[config.mk]
export PLATFORM = sky130hd
export DESIGN_NAME = alu_arbiter_flat
export DESIGN_NICKNAME = d
export VERILOG_FILES = /design/src/rtl/alu_arbiter_if.sv /design/src/rtl/alu_arbiter.sv /design/src/flat_wrapper.sv
export SDC_FILE = /design/constraint.sdc
export NUM_CORES = 1
export LEC_CHECK = 0
export CORE_MARGIN = 1.5
export CORE_UTILIZATION = 39
export CTS_CLUSTER_DIAMETER = 60
export DETAILED_ROUTE_END_ITERATION = 6
export PLACE_DENSITY = 0.87
export SYNTH_ARGS = -nofsm -noshare
export SYNTH_HDL_FRONTEND = slang
export SYNTH_SLANG_ARGS = --single-unit
[constraint.sdc]
create_clock -name clk -period 2.5 [get_ports clk]
set_input_delay 0.375 -clock clk [delete_from_list [all_inputs] [get_ports clk]]
set_output_delay 0.375 -clock clk [all_outputs]
set_load 0.01 [all_outputs]
[src/rtl/alu_arbiter_if.sv]
// Bus bundle between alu_arbiter, its two requesters and the combinational ALU.
// The arbiter takes the slave view; requesters and the ALU side take the master view.
interface alu_arbiter_if #(
    parameter int n   = 32,
    parameter int OPW = 3
);
    logic           req0;
    logic [OPW-1:0] op0;
    logic [n-1:0]   a0;
    logic [n-1:0]   b0;
    logic           gnt0;
    logic           done0;

    logic           req1;
    logic [OPW-1:0] op1;
    logic [n-1:0]   a1;
    logic [n-1:0]   b1;
    logic           gnt1;
    logic           done1;

    logic [n-1:0]   result;
    logic [OPW-1:0] alu_op;
    logic [n-1:0]   alu_a;
    logic [n-1:0]   alu_b;
    logic [n-1:0]   alu_out;
    logic           busy;

    modport slave (
        input  req0, op0, a0, b0, req1, op1, a1, b1, alu_out,
        output gnt0, done0, gnt1, done1, result, alu_op, alu_a, alu_b, busy
    );

    modport master (
        output req0, op0, a0, b0, req1, op1, a1, b1, alu_out,
        input  gnt0, done0, gnt1, done1, result, alu_op, alu_a, alu_b, busy
    );
endinterface

[src/rtl/alu_arbiter.sv]
// Round-robin arbiter sharing one combinational ALU between two requesters;
// holds the winner's operands for SETTLE cycles, then returns the captured result.
module alu_arbiter #(
    parameter int          n      = 32,
    parameter int          OPW    = 3,
    parameter int unsigned SETTLE = 2
) (
    input  logic      clk,
    input  logic      rst,
    alu_arbiter_if.slave bus
);
    localparam int CW = 4;

    if (SETTLE < 1 || SETTLE > 15) begin : g_settle_range
        $error("alu_arbiter: SETTLE must be in 1..15");
    end

    typedef enum logic {IDLE, EXEC} state_t;

    state_t         state, state_n;
    logic           last, last_n;
    logic           win, win_n;
    logic [CW-1:0]  cnt, cnt_n;
    logic           pick1;

    logic           gnt0_q, gnt0_n, gnt1_q, gnt1_n;
    logic           done0_q, done0_n, done1_q, done1_n;
    logic           busy_q, busy_n;
    logic [n-1:0]   result_q, result_n;
    logic [OPW-1:0] op_q, op_n;
    logic [n-1:0]   a_q, a_n, b_q, b_n;

    always_comb begin
        state_n  = state;
        last_n   = last;
        win_n    = win;
        cnt_n    = cnt;
        gnt0_n   = 1'b0;
        gnt1_n   = 1'b0;
        done0_n  = 1'b0;
        done1_n  = 1'b0;
        busy_n   = busy_q;
        result_n = result_q;
        op_n     = op_q;
        a_n      = a_q;
        b_n      = b_q;
        // requester 1 wins when it is alone, or on a tie when 0 went last
        pick1    = bus.req1 && (!bus.req0 || !last);

        case (state)
            IDLE: begin
                if (bus.req0 || bus.req1) begin
                    if (pick1) begin
                        op_n   = bus.op1;
                        a_n    = bus.a1;
                        b_n    = bus.b1;
                        gnt1_n = 1'b1;
                    end else begin
                        op_n   = bus.op0;
                        a_n    = bus.a0;
                        b_n    = bus.b0;
                        gnt0_n = 1'b1;
                    end
                    last_n  = pick1;
                    win_n   = pick1;
                    cnt_n   = CW'(SETTLE);
                    busy_n  = 1'b1;
                    state_n = EXEC;
                end
            end
            EXEC: begin
                cnt_n = cnt - CW'(1);
                if (cnt == CW'(1)) begin
                    result_n = bus.alu_out;
                    done0_n  = !win;
                    done1_n  = win;
                    busy_n   = 1'b0;
                    state_n  = IDLE;
                end
            end
            default: state_n = IDLE;
        endcase
    end

    always_ff @(posedge clk) begin
        if (rst) begin
            state    <= IDLE;
            last     <= 1'b1;
            win      <= 1'b0;
            cnt      <= '0;
            gnt0_q   <= 1'b0;
            gnt1_q   <= 1'b0;
            done0_q  <= 1'b0;
            done1_q  <= 1'b0;
            busy_q   <= 1'b0;
            result_q <= '0;
            op_q     <= '0;
            a_q      <= '0;
            b_q      <= '0;
        end else begin
            state    <= state_n;
            last     <= last_n;
            win      <= win_n;
            cnt      <= cnt_n;
            gnt0_q   <= gnt0_n;
            gnt1_q   <= gnt1_n;
            done0_q  <= done0_n;
            done1_q  <= done1_n;
            busy_q   <= busy_n;
            result_q <= result_n;
            op_q     <= op_n;
            a_q      <= a_n;
            b_q      <= b_n;
        end
    end

    assign bus.gnt0   = gnt0_q;
    assign bus.gnt1   = gnt1_q;
    assign bus.done0  = done0_q;
    assign bus.done1  = done1_q;
    assign bus.busy   = busy_q;
    assign bus.result = result_q;
    assign bus.alu_op = op_q;
    assign bus.alu_a  = a_q;
    assign bus.alu_b  = b_q;
endmodule

[src/flat_wrapper.sv]
// flat-port wrapper written by rule: the top's interface ports become plain ports
module alu_arbiter_flat 
#(
    parameter int          n      = 32,
    parameter int          OPW    = 3,
    parameter int unsigned SETTLE = 2
)
  (clk, rst, bus_req0, bus_op0, bus_a0, bus_b0, bus_req1, bus_op1, bus_a1, bus_b1, bus_alu_out, bus_gnt0, bus_done0, bus_gnt1, bus_done1, bus_result, bus_alu_op, bus_alu_a, bus_alu_b, bus_busy);
  alu_arbiter_if #(.n(n), .OPW(OPW)) bus_i ();
  input  logic clk;
  input  logic rst;
  input wire logic [$bits(bus_i.req0)-1:0] bus_req0;
  input wire logic [$bits(bus_i.op0)-1:0] bus_op0;
  input wire logic [$bits(bus_i.a0)-1:0] bus_a0;
  input wire logic [$bits(bus_i.b0)-1:0] bus_b0;
  input wire logic [$bits(bus_i.req1)-1:0] bus_req1;
  input wire logic [$bits(bus_i.op1)-1:0] bus_op1;
  input wire logic [$bits(bus_i.a1)-1:0] bus_a1;
  input wire logic [$bits(bus_i.b1)-1:0] bus_b1;
  input wire logic [$bits(bus_i.alu_out)-1:0] bus_alu_out;
  output wire logic [$bits(bus_i.gnt0)-1:0] bus_gnt0;
  output wire logic [$bits(bus_i.done0)-1:0] bus_done0;
  output wire logic [$bits(bus_i.gnt1)-1:0] bus_gnt1;
  output wire logic [$bits(bus_i.done1)-1:0] bus_done1;
  output wire logic [$bits(bus_i.result)-1:0] bus_result;
  output wire logic [$bits(bus_i.alu_op)-1:0] bus_alu_op;
  output wire logic [$bits(bus_i.alu_a)-1:0] bus_alu_a;
  output wire logic [$bits(bus_i.alu_b)-1:0] bus_alu_b;
  output wire logic [$bits(bus_i.busy)-1:0] bus_busy;
  assign bus_i.req0 = bus_req0;
  assign bus_i.op0 = bus_op0;
  assign bus_i.a0 = bus_a0;
  assign bus_i.b0 = bus_b0;
  assign bus_i.req1 = bus_req1;
  assign bus_i.op1 = bus_op1;
  assign bus_i.a1 = bus_a1;
  assign bus_i.b1 = bus_b1;
  assign bus_i.alu_out = bus_alu_out;
  assign bus_gnt0 = bus_i.gnt0;
  assign bus_done0 = bus_i.done0;
  assign bus_gnt1 = bus_i.gnt1;
  assign bus_done1 = bus_i.done1;
  assign bus_result = bus_i.result;
  assign bus_alu_op = bus_i.alu_op;
  assign bus_alu_a = bus_i.alu_a;
  assign bus_alu_b = bus_i.alu_b;
  assign bus_busy = bus_i.busy;
  alu_arbiter #(.n(n), .OPW(OPW), .SETTLE(SETTLE)) u_core (.clk(clk), .rst(rst), .bus(bus_i));
endmodule
==> flow_summary.ini <==
[grt]
antenna_found_initial = 0
grt_usage_pct = 23.9
grt_pass1_wl_mm = 21.1
grt-ovfl-total = 0
grt_max_degree = 69
grt_pass1_vias = 4143

[synthesis]
netlist_instances = 351
yosysUniqueCellTypes = 28
avgSynthCellArea_sq_um = 11.8
ys_warn_count = 0
syn_area_sq_mm = 0.00413
syn_nets = 523
synth_area_leaders = dfxtp_1 (54%), a221o_1 (16%), nor3b_1 (12%)
synth_seq_area_share_pct = 53.8
ys_seq_elements = 111
synth.top_cell.area_share_pct = 53.8
yosys.area.top_type = dfxtp_1

[power]
vdd_drop_max_mv = 0.292
power.leakage_nw = 2.61
power.density_mw_per_mm2 = 553

[cts]
hold_buffers = 0
postCtsResizedCells = 0
path_clk_slew_ns = 0.11
post_cts_buffers = 0
root_buffer = clkbuf_8
h-tree-depth = 3
cts_tree = yes
numCtsBuffers = 9
cts_buffer_depth = 2
insertion_delay_ns = 0.37
cts_sinks = 111

[worst_hold_path]
min_path_type = primary input to flip-flop
hold_end = u_core.bus.busy
min_path_cells = 3
hold_start = rst

[detailed_routing]
drtPass1Iterations = 5
antenna_left = 0
vias = 4047
routed_wl_mm = 13.6
first_iter_violations = 256
vias_per_cell = 5.43
drc = 0
routedWlPerCell_um = 18.3

[critical_path]
cp_max_fo = 39
timing.rr.end = u_core.bus.alu_b[24]
rr_worst_depth = 4
critPathLaunchType = flip-flop
path_cells = nor2_1 > and3_2 > buf_4 > a221o_1
cp-end-kind = flip-flop
required_ns = 2.76
critPathArrivalTime_ns = 1.96
cp_slowest_cell = dfxtp_1
worst-r2r-setup-slack_ns = 0.80
max_stage_delay_ns = 0.52
path_class = flip-flop to flip-flop
cp_top_family = flip-flops
reg2reg_from = u_core.state
crit_buf_inv = 1

[layout]
diodes = 0
drive_gt1_share_pct = 5.75
syn_to_final_growth_pct = 72.4
nets = 776

[sta]
holdWs_ns = 0.453
finalSetupViolCount = 0
fin_crit_sh_pct = 67.9
rsz0062_at_grt = no
drv_slew = 0
finalHoldViolations = 0
max_slew_margin_pct = 69.8
max_freq_mhz = 589
fin_tns_setup_ns = 0
worst-slew-pin-transition_ns = 0.453
fin_crit_ns = 1.70
finalClockSkew_ns = 0.0164

[place]
gp_congestion = 0.748
port_buffers = 273
hpwl_mm = 10.0

[die]
fp.dieH_um = 106
initial_core_util_pct = 40.2
die_x_um = 106
die_area_sq_mm = 0.0112
ioPinCount = 274
rows = 37
coreArea_sq_mm = 0.0103

[outcome]
status = completed

[job]
drv_cap = 0
-- registers in the layout, summed over array words and instances, names as in the netlist, 3 cells and up --
| register | flops |
|---|---|
| u_core.bus.alu_a | 32 |
| u_core.bus.alu_b | 32 |
| u_core.bus.alu_op | 3 |
| u_core.bus.result | 32 |
| u_core.cnt | 4 |
-- metrics by stage --
stage | setup WS (ns) | area (sq um) | cells | utilization (%) | power [mW]
CTS | 0.791 | 7120 | 745 | 69.2 | 3.96
finish | 0.802 | 7120 | 745 | 69.2 | 3.94
floorplan | 1.04 | 4130 | 351 | - | 2.29
detailed placement | 0.467 | 6900 | 729 | 67.2 | 2.83
global route | 0.704 | 7120 | 745 | 69.2 | 4.10
global placement | 0.503 | 6900 | 729 | 67.2 | 2.80
-- worst register-to-register path, cell delays in order, from the launching register on --
cell     delay, ns
dfxtp_1       0.52
nor2_1        0.14
and3_2        0.25
buf_4         0.26
a221o_1       0.42
-- Yosys cell counts --
master and n:
dfxtp_1 111, a221o_1 68, nor3b_1 67, a22o_1 33
buf_2 16, clkbuf_1 15, buf_6 6, nor2_1 5
nor3_1 4, and3_1 2, buf_4 2, ha_1 2
inv_1 2, nand2_1 2, nand2b_1 2, nor2b_1 2
a21o_1 1, a21oi_1 1, a31o_2 1, and2_1 1
and4bb_2 1, buf_1 1, mux2i_1 1, o21ba_2 1
o31a_1 1, or2_2 1, or4b_2 1, xor2_1 1
-- cell usage in the layout, fill, tap and decap left out, types with 2 or more instances in the layout --
cell	netlist	final
clkdlybuf4s50_1	0	272
dfxtp_1	111	111
a221o_1	68	68
nor3b_1	67	67
a22o_1	33	33
clkbuf_8	0	10
buf_4	2	7
nor2_1	5	4
nor3_1	4	4
clkinv_4	0	3
inv_1	2	2
nand2_1	2	2
and3_2	0	2
nand2b_1	2	2
ha_1	2	2
buf_12	0	2
-- cell type report --
| cell class | count | area, sq um |
|---|---|---|
| Clock buffer | 10 | 138 |
| Clock inverter | 6 | 76.3 |
| Fill cell | 803 | 3160 |
| Inverter | 2 | 7.51 |
| Multi-Input combinational cell | 198 | 1680 |
| Sequential cell | 111 | 2220 |
| Tap cell | 136 | 170 |
| Timing Repair Buffer | 282 | 2820 |
-- layer usage --
| metal | part of all wire [%] | track usage [%] |
|---|---|---|
| met5 | 0 | 0 |
| met4 | 2.8 | 10.7 |
| met3 | 9.0 | 7.36 |
| met2 | 49 | 41.4 |
| met1 | 39 | 26.9 |
-- kinds of logic after synthesis --
family | share of synthesized area, %
AO/OA/AOI/OAI | 24.5
XOR/XNOR | 0.212
AND/OR/NAND/NOR | 15.1
adder cells (fa/ha/maj) | 0.606
buffers and inverters | 5.58
multiplexers | 0.243
flip-flops | 53.8
-- report_power, final --
part           total (mW)  leakage, nW  internal, mW  switching (mW)
logic               0.842         1.60         0.546           0.296
clock network        1.14        0.109         0.507           0.636
registers            1.95        0.909          1.89          0.0634
total                3.94         2.61          2.94           0.995
-- worst max-delay path by stage --
stage / end / from / slack [ns] / cells past startpoint
after floorplan: u_core.bus.result[10] / u_core.cnt[1] / 1.04 / 7
after global placement: u_core.bus.alu_b[23] / bus_req0 / 0.50 / 5
after detailed placement: u_core.bus.alu_b[24] / bus_req1 / 0.47 / 5
after CTS: bus_alu_a[25] / u_core.bus.alu_a[25] / 0.79 / 1
after global routing: u_core.bus.alu_b[24] / u_core.state / 0.70 / 4
final: u_core.bus.alu_b[24] / u_core.state / 0.80 / 4
Power figures use the tool's default switching activity.
